--- config.mk ---
export PLATFORM = sky130hd
export DESIGN_NAME = seg_capture
export DESIGN_NICKNAME = d
export VERILOG_FILES = /design/src/rtl/seg_pkg.sv /design/src/rtl/seg_pattern_dec.sv /design/src/rtl/seg_capture.sv
export SDC_FILE = /design/constraint.sdc
export NUM_CORES = 1
export LEC_CHECK = 0
export CORE_MARGIN = 5
export CORE_UTILIZATION = 55
export CTS_BUF_LIST = sky130_fd_sc_hd__clkbuf_2 sky130_fd_sc_hd__clkbuf_4 sky130_fd_sc_hd__clkbuf_8
export DETAILED_ROUTE_END_ITERATION = 12
export GPL_ROUTABILITY_DRIVEN = 1
export PLACE_DENSITY = 0.91
export SYNTH_ARGS = -nofsm -noshare
export SYNTH_HDL_FRONTEND = slang
export SYNTH_HIERARCHICAL = 1
export SYNTH_SLANG_ARGS = --single-unit
export TNS_END_PERCENT = 5
--- constraint.sdc ---
create_clock -name clk -period 6.05 [get_ports clk]
set_input_delay 0.9075 -clock clk [delete_from_list [all_inputs] [get_ports clk]]
set_output_delay 0.9075 -clock clk [all_outputs]
set_load 0.03 [all_outputs]
--- src/rtl/seg_pkg.sv ---
// Shared constants and types for the scanned 7-segment display capture block.
package seg_pkg;

  localparam int SEG_NDIG       = 6;
  localparam int SEG_STABLE_CYC = 4;

  localparam logic [6:0] SEG_BLANK = 7'h00;

  // Active-high g..a patterns; index d holds the pattern for digit d.
  localparam logic [9:0][6:0] SEG_LUT = {
    7'h6F, 7'h7F, 7'h07, 7'h7D, 7'h6D,
    7'h66, 7'h4F, 7'h5B, 7'h06, 7'h3F
  };

  typedef struct packed {
    logic [3:0] digit;
    logic       match;
    logic       blank;
  } seg_dec_t;

endpackage

--- src/rtl/seg_pattern_dec.sv ---
// Combinational 7-segment pattern recogniser: active-high g..a in, digit/match/blank out.
module seg_pattern_dec
  import seg_pkg::*;
(
  input  logic [6:0] i_seg,
  output seg_dec_t   o_dec
);

  always_comb begin
    o_dec       = '0;
    o_dec.blank = (i_seg == SEG_BLANK);
    for (int d = 0; d < 10; d++) begin
      if (i_seg == SEG_LUT[d]) begin
        o_dec.match = 1'b1;
        o_dec.digit = 4'(d);
      end
    end
  end

endmodule

--- src/rtl/seg_capture.sv ---
// Samples a multiplexed active-low segment/select bus, waits for stability,
// and latches the decoded digit and dot for the addressed position.
module seg_capture
  import seg_pkg::*;
#(
  parameter int NDIG       = SEG_NDIG,
  parameter int STABLE_CYC = SEG_STABLE_CYC
) (
  input  logic                    clk,
  input  logic                    rst,
  input  logic [7:0]              seg,
  input  logic [NDIG-1:0]         sel,
  output logic [4*NDIG-1:0]       dig_out,
  output logic [NDIG-1:0]         dot_out,
  output logic [NDIG-1:0]         valid_out,
  output logic                    upd,
  output logic [$clog2(NDIG)-1:0] upd_idx,
  output logic                    err
);

  localparam int W  = NDIG + 8;
  localparam int CW = $clog2(STABLE_CYC + 1);
  localparam int IW = $clog2(NDIG);

  logic [W-1:0]  r_sync1, r_sync2, r_hist;
  logic [CW-1:0] r_cnt;
  logic          r_fire;

  logic          w_same;
  logic [7:0]    w_cap_seg;
  logic [NDIG-1:0] w_act;
  logic [6:0]    w_seg_ah;
  logic          w_single, w_multi, w_bad;
  logic [IW-1:0] w_idx;
  seg_dec_t      w_dec;

  logic [NDIG-1:0][3:0] r_dig;
  logic [NDIG-1:0]      r_dot, r_valid;

  assign w_same = (r_sync2 == r_hist);

  // Idle bus is all ones (segments off, no digit selected).
  always_ff @(posedge clk or posedge rst) begin
    if (rst) begin
      r_sync1 <= '1;
      r_sync2 <= '1;
      r_hist  <= '1;
      r_cnt   <= '0;
      r_fire  <= 1'b0;
    end else begin
      r_sync1 <= {sel, seg};
      r_sync2 <= r_sync1;
      r_hist  <= r_sync2;
      if (w_same) begin
        if (r_cnt != CW'(STABLE_CYC)) r_cnt <= r_cnt + 1'b1;
      end else begin
        r_cnt <= CW'(1);
      end
      // Only the transition into saturation fires, so a long hold never re-fires.
      r_fire <= w_same && (r_cnt == CW'(STABLE_CYC - 1));
    end
  end

  // While r_fire is high, r_hist still holds the word of the stable window.
  assign w_cap_seg = r_hist[7:0];
  assign w_act     = ~r_hist[W-1:8];
  assign w_seg_ah  = ~w_cap_seg[6:0];

  seg_pattern_dec u_dec (
    .i_seg (w_seg_ah),
    .o_dec (w_dec)
  );

  assign w_single = $onehot(w_act);
  assign w_multi  = (w_act != '0) && !w_single;
  assign w_bad    = !w_dec.match && !w_dec.blank;

  always_comb begin
    w_idx = '0;
    for (int i = 0; i < NDIG; i++) begin
      if (w_act[i]) w_idx = IW'(i);
    end
  end

  always_ff @(posedge clk or posedge rst) begin
    if (rst) begin
      r_dig   <= '0;
      r_dot   <= '0;
      r_valid <= '0;
    end else if (r_fire && w_single) begin
      for (int i = 0; i < NDIG; i++) begin
        if (w_act[i]) begin
          r_dot[i] <= ~w_cap_seg[7];
          if (w_dec.match) begin
            r_dig[i]   <= w_dec.digit;
            r_valid[i] <= 1'b1;
          end else if (w_dec.blank) begin
            r_dig[i]   <= 4'hF;
            r_valid[i] <= 1'b0;
          end else begin
            r_valid[i] <= 1'b0;
          end
        end
      end
    end
  end

  always_ff @(posedge clk or posedge rst) begin
    if (rst) begin
      upd     <= 1'b0;
      upd_idx <= '0;
      err     <= 1'b0;
    end else begin
      upd <= r_fire && w_single;
      err <= r_fire && (w_multi || (w_single && w_bad));
      if (r_fire && w_single) upd_idx <= w_idx;
    end
  end

  assign dig_out   = r_dig;
  assign dot_out   = r_dot;
  assign valid_out = r_valid;

endmodule

==> impl_metrics.ini <==
[status]
outcome = completed

[routing]
vias_per_cell = 5.67
detail_route.iter0.violations = 207
post-route-drc-count = 0
detailroute.via_count = 2234
drtPass1Iterations = 4
wl_mm = 6.64
avgRoutedWirePerCell_um = 16.8
antenna_violating_nets_post_route = 0

[synthesis]
average_footprint_of_a_synthesized_cell_um2 = 13.7
async_reset_ff_share_pct = 100
synth-seq-area-share_pct = 64.1
synthesis.nets = 278
synthFlopType = sky130_fd_sc_hd__dfrtp_1
synth.cell_area_um2 = 3480
syn-instance-count = 254
synth_edf_count = 0
yosysWarningCount = 6
yosys_register_bits = 87
netlist-cell-type-count = 46

[global_route]
grt_start_max_net_pins = 88
first_global_vias = 2212
globalRoute.totalOverflow = 0
grt_antenna_before_repair = 0
track_usage_pct = 17.9
grt_first_pass_wirelength_mm = 10.8

[place]
dpl.hpwl_mm = 4.62
globalplace.congestion = 0.770
place_inst = 378
placed_area_um2 = 4070
portBuffers = 56

[floorplan]
floorplan.initialDensity_pct = 55.8
chipHeight_um = 89.6
die_area_um2 = 8020
std_cell_rows = 29
fp.dieW_um = 89.6
floorplan.io_pins = 57
core_ar_um2 = 6240

[power_and_ir_drop]
vdd_drop_max_uv = 255
power.density_nw_per_um2 = 258
share_seq_of_total_power_pct = 56.3
p_total_mw = 1.10
share_clk_of_total_power_pct = 37.8
power.share.combinational_pct = 5.9
total_switching_power_mw = 0.249
power.static_leakage_nw = 1.90
p_sw_share_pct = 22.6
power_report.internal_total_mw = 0.854

[finish]
final_area_um2 = 4280
flow.area_growth_from_synthesis_pct = 23.0
num_antenna_cells = 0
drive_above_1_share_pct = 23.3
finish.cell_count_without_fillers = 394
layout.nets = 336

[clock_tree]
root_buffer = sky130_fd_sc_hd__clkbuf_8
clock_latency_ns = 0.35
cts.repair_timing.setup_buffer_count = 0
cts_tree = done
cts_h_tree_depth = 3
clock_sink_count = 87
clk_pin_slew_worst_paths_ns = 0.08
cts.repair.resized = 0
cts_hold_buf = 0
max-clock-path-buffers = 2
cts_made_buffers = 9

[hold_path]
min-delay-start = r_sync1[5]$_DFF_PP1_
holdCritPathClass = register to register
timing.hold.worst_path_depth = 0

[setup_path]
r2r_setup_slack_ns = 2.36
timing.critical_path.fanout_max = 27
crit_path_max_incr_delay_ns = 0.65
critPathRequiredTime_ns = 6.28
worst-r2r-cell-count = 9
cp.arrival_ns = 3.92
crit_path_frequent_cell = sky130_fd_sc_hd__fa_1
critical_path_class = register to register
worst-path-stages = 9
end_kind = register
cp-startpoint = r_hist[9]$_DFF_PP1_
cp.buffers_inverters = 1
timing.critical_path.max_delay_family = adder cells
cp_cell_sequence = fa_1, inv_1, fa_1, ha_1, fa_1, nor3b_4, nand2_4, nor2_1, mux2_2
cp-start-kind = register
regToRegStartpoint = r_hist[9]$_DFF_PP1_
crit_path_top_delay_cell = sky130_fd_sc_hd__dfstp_2

[timing]
grt_setup_unrepaired = no
final_min_period_over_clock_period_pct = 61.1
hold-worst-slack_ns = 0.358
hold_viol = 0
final-setup-viol-count = 0
slew_viol_final = 0
timing.final.crit_period_ns = 3.69
clock.fmax_ghz = 0.271
timing.setup.tns_ns = 0
final.setup_skew_ns = 0.0110
maxSlewHeadroom_pct = 33.1
worst_slew_pin_slew_ns = 1.00

[run]
drv_cap = 0
==> flip-flops by register name, summed over array words and instances, names as in the netlist <==
signal / cells
dig_out: 24
dot_out: 6
err: 1
r_cnt: 3
r_fire: 1
r_hist: 14
r_sync1: 14
r_sync2: 14
upd: 1
upd_idx: 3
valid_out: 6
==> through the flow <==
stage	worst slack (ns)	util [%]
after detailed placement	2.34	65.2
after floorplan	2.81	-
after global routing	2.20	68.6
after CTS	2.35	68.6
final	2.36	68.6
after global placement	2.53	65.2
==> cells by family (layout without fill, tap and decap cells) <==
| kind of cell | after synthesis | count (layout) | synth area share, % |
|---|---|---|---|
| XOR/XNOR | 15 | 15 | 3.77 |
| multiplexers | 7 | 7 | 2.23 |
| flip-flops | 87 | 87 | 64.1 |
| AO/OA/AOI/OAI | 55 | 55 | 11.8 |
| adder cells (fa/ha/maj) | 8 | 8 | 3.52 |
| buffers and inverters | 27 | 90 | 3.99 |
| AND/OR/NAND/NOR | 55 | 55 | 10.6 |
==> power groups by stage <==
stage                     Clock [mW]  Sequential, mW  Combinational [mW]
after floorplan                    0           0.625              0.0501
after global placement             0           0.630              0.0625
after detailed placement           0           0.631              0.0661
after CTS                      0.423           0.621              0.0666
after global routing           0.448           0.624              0.0726
final                          0.417           0.621              0.0654
==> layout make-up <==
cell class | count | area (µm²)
flip-flops and latches | 87 | 2230
fillers | 431 | 1960
multi-input cells | 140 | 1110
repair buffers | 57 | 568
clock buffers | 12 | 159
well taps | 77 | 96.3
inverters | 17 | 65.1
clock inverters | 4 | 52.6
==> placed cells by master, fill, tap and decap left out, types with 3 or more instances in the layout <==
| cell | Yosys | routed |
|---|---|---|
| sky130_fd_sc_hd__nor2_1 | 13 | 13 |
| sky130_fd_sc_hd__nor3_4 | 4 | 4 |
| sky130_fd_sc_hd__ha_1 | 5 | 5 |
| sky130_fd_sc_hd__clkbuf_8 | 0 | 11 |
| sky130_fd_sc_hd__mux2_2 | 6 | 6 |
| sky130_fd_sc_hd__dfrtp_1 | 45 | 45 |
| sky130_fd_sc_hd__o31ai_1 | 6 | 6 |
| sky130_fd_sc_hd__nor4_1 | 4 | 4 |
| sky130_fd_sc_hd__inv_1 | 17 | 16 |
| sky130_fd_sc_hd__xor2_1 | 14 | 14 |
| sky130_fd_sc_hd__fa_1 | 3 | 3 |
| sky130_fd_sc_hd__a21oi_1 | 4 | 4 |
| sky130_fd_sc_hd__a2bb2oi_1 | 25 | 25 |
| sky130_fd_sc_hd__nand2_1 | 9 | 9 |
| sky130_fd_sc_hd__clkdlybuf4s50_1 | 0 | 56 |
| sky130_fd_sc_hd__o21ai_0 | 10 | 10 |
| sky130_fd_sc_hd__nor2b_1 | 4 | 4 |
| sky130_fd_sc_hd__dfstp_2 | 42 | 42 |
==> worst paths after layout <==
kind                                            endpoint
worst min-delay path                r_sync2[5]$_DFF_PP1_
worst min register to register      r_sync2[5]$_DFF_PP1_
worst max register to register  valid_out[3]$_DFFE_PP0P_
min in group asynchronous         dig_out[3]$_DFFE_PP0P_
worst max-delay path            valid_out[3]$_DFFE_PP0P_
max in group asynchronous       valid_out[3]$_DFFE_PP0P_
==> metal layers <==
| layer | vias up | GRT usage (%) | routed length (µm) |
|---|---|---|---|
| li1 | 1013 | - | - |
| met1 | 1124 | 24.1 | 2770 |
| met2 | 79 | 27.6 | 3220 |
| met3 | 18 | 3.78 | 463 |
| met4 | 0 | 9.20 | 189 |
| met5 | - | 0 | 0 |
==> synth_stat cells (all sizes together) (2+ instances only) <==
library cell	n	share of area, %
nor3b	2	0.75
nand3	2	0.29
clkbuf	2	0.22
ha	5	1.8
a2bb2oi	25	6.3
and4	2	0.50
inv	17	1.8
xor2	14	3.5
mux2	6	1.9
nor3	7	2.6
o31ai	6	1.3
a21oi	4	0.58
buf	8	1.9
a41o	2	0.58
o21ai	12	1.7
fa	3	1.7
dfrtp	45	32
dfstp	42	32
nor2	13	1.4
and2	2	0.36
nand2	10	1.3
nor4	4	0.72
a31oi	2	0.36
nor2b	4	0.72
==> worst reg2reg max path: cells and delay by family, from the launching register on <==
family,cells,cell delay (ns)
adders and majority gates,4,1.53
buffers and inverters,1,0.07
DFF,1,0.65
muxes,1,0.38
and+or+nand+nor,3,0.93
(Power assumes the default switching activity.)
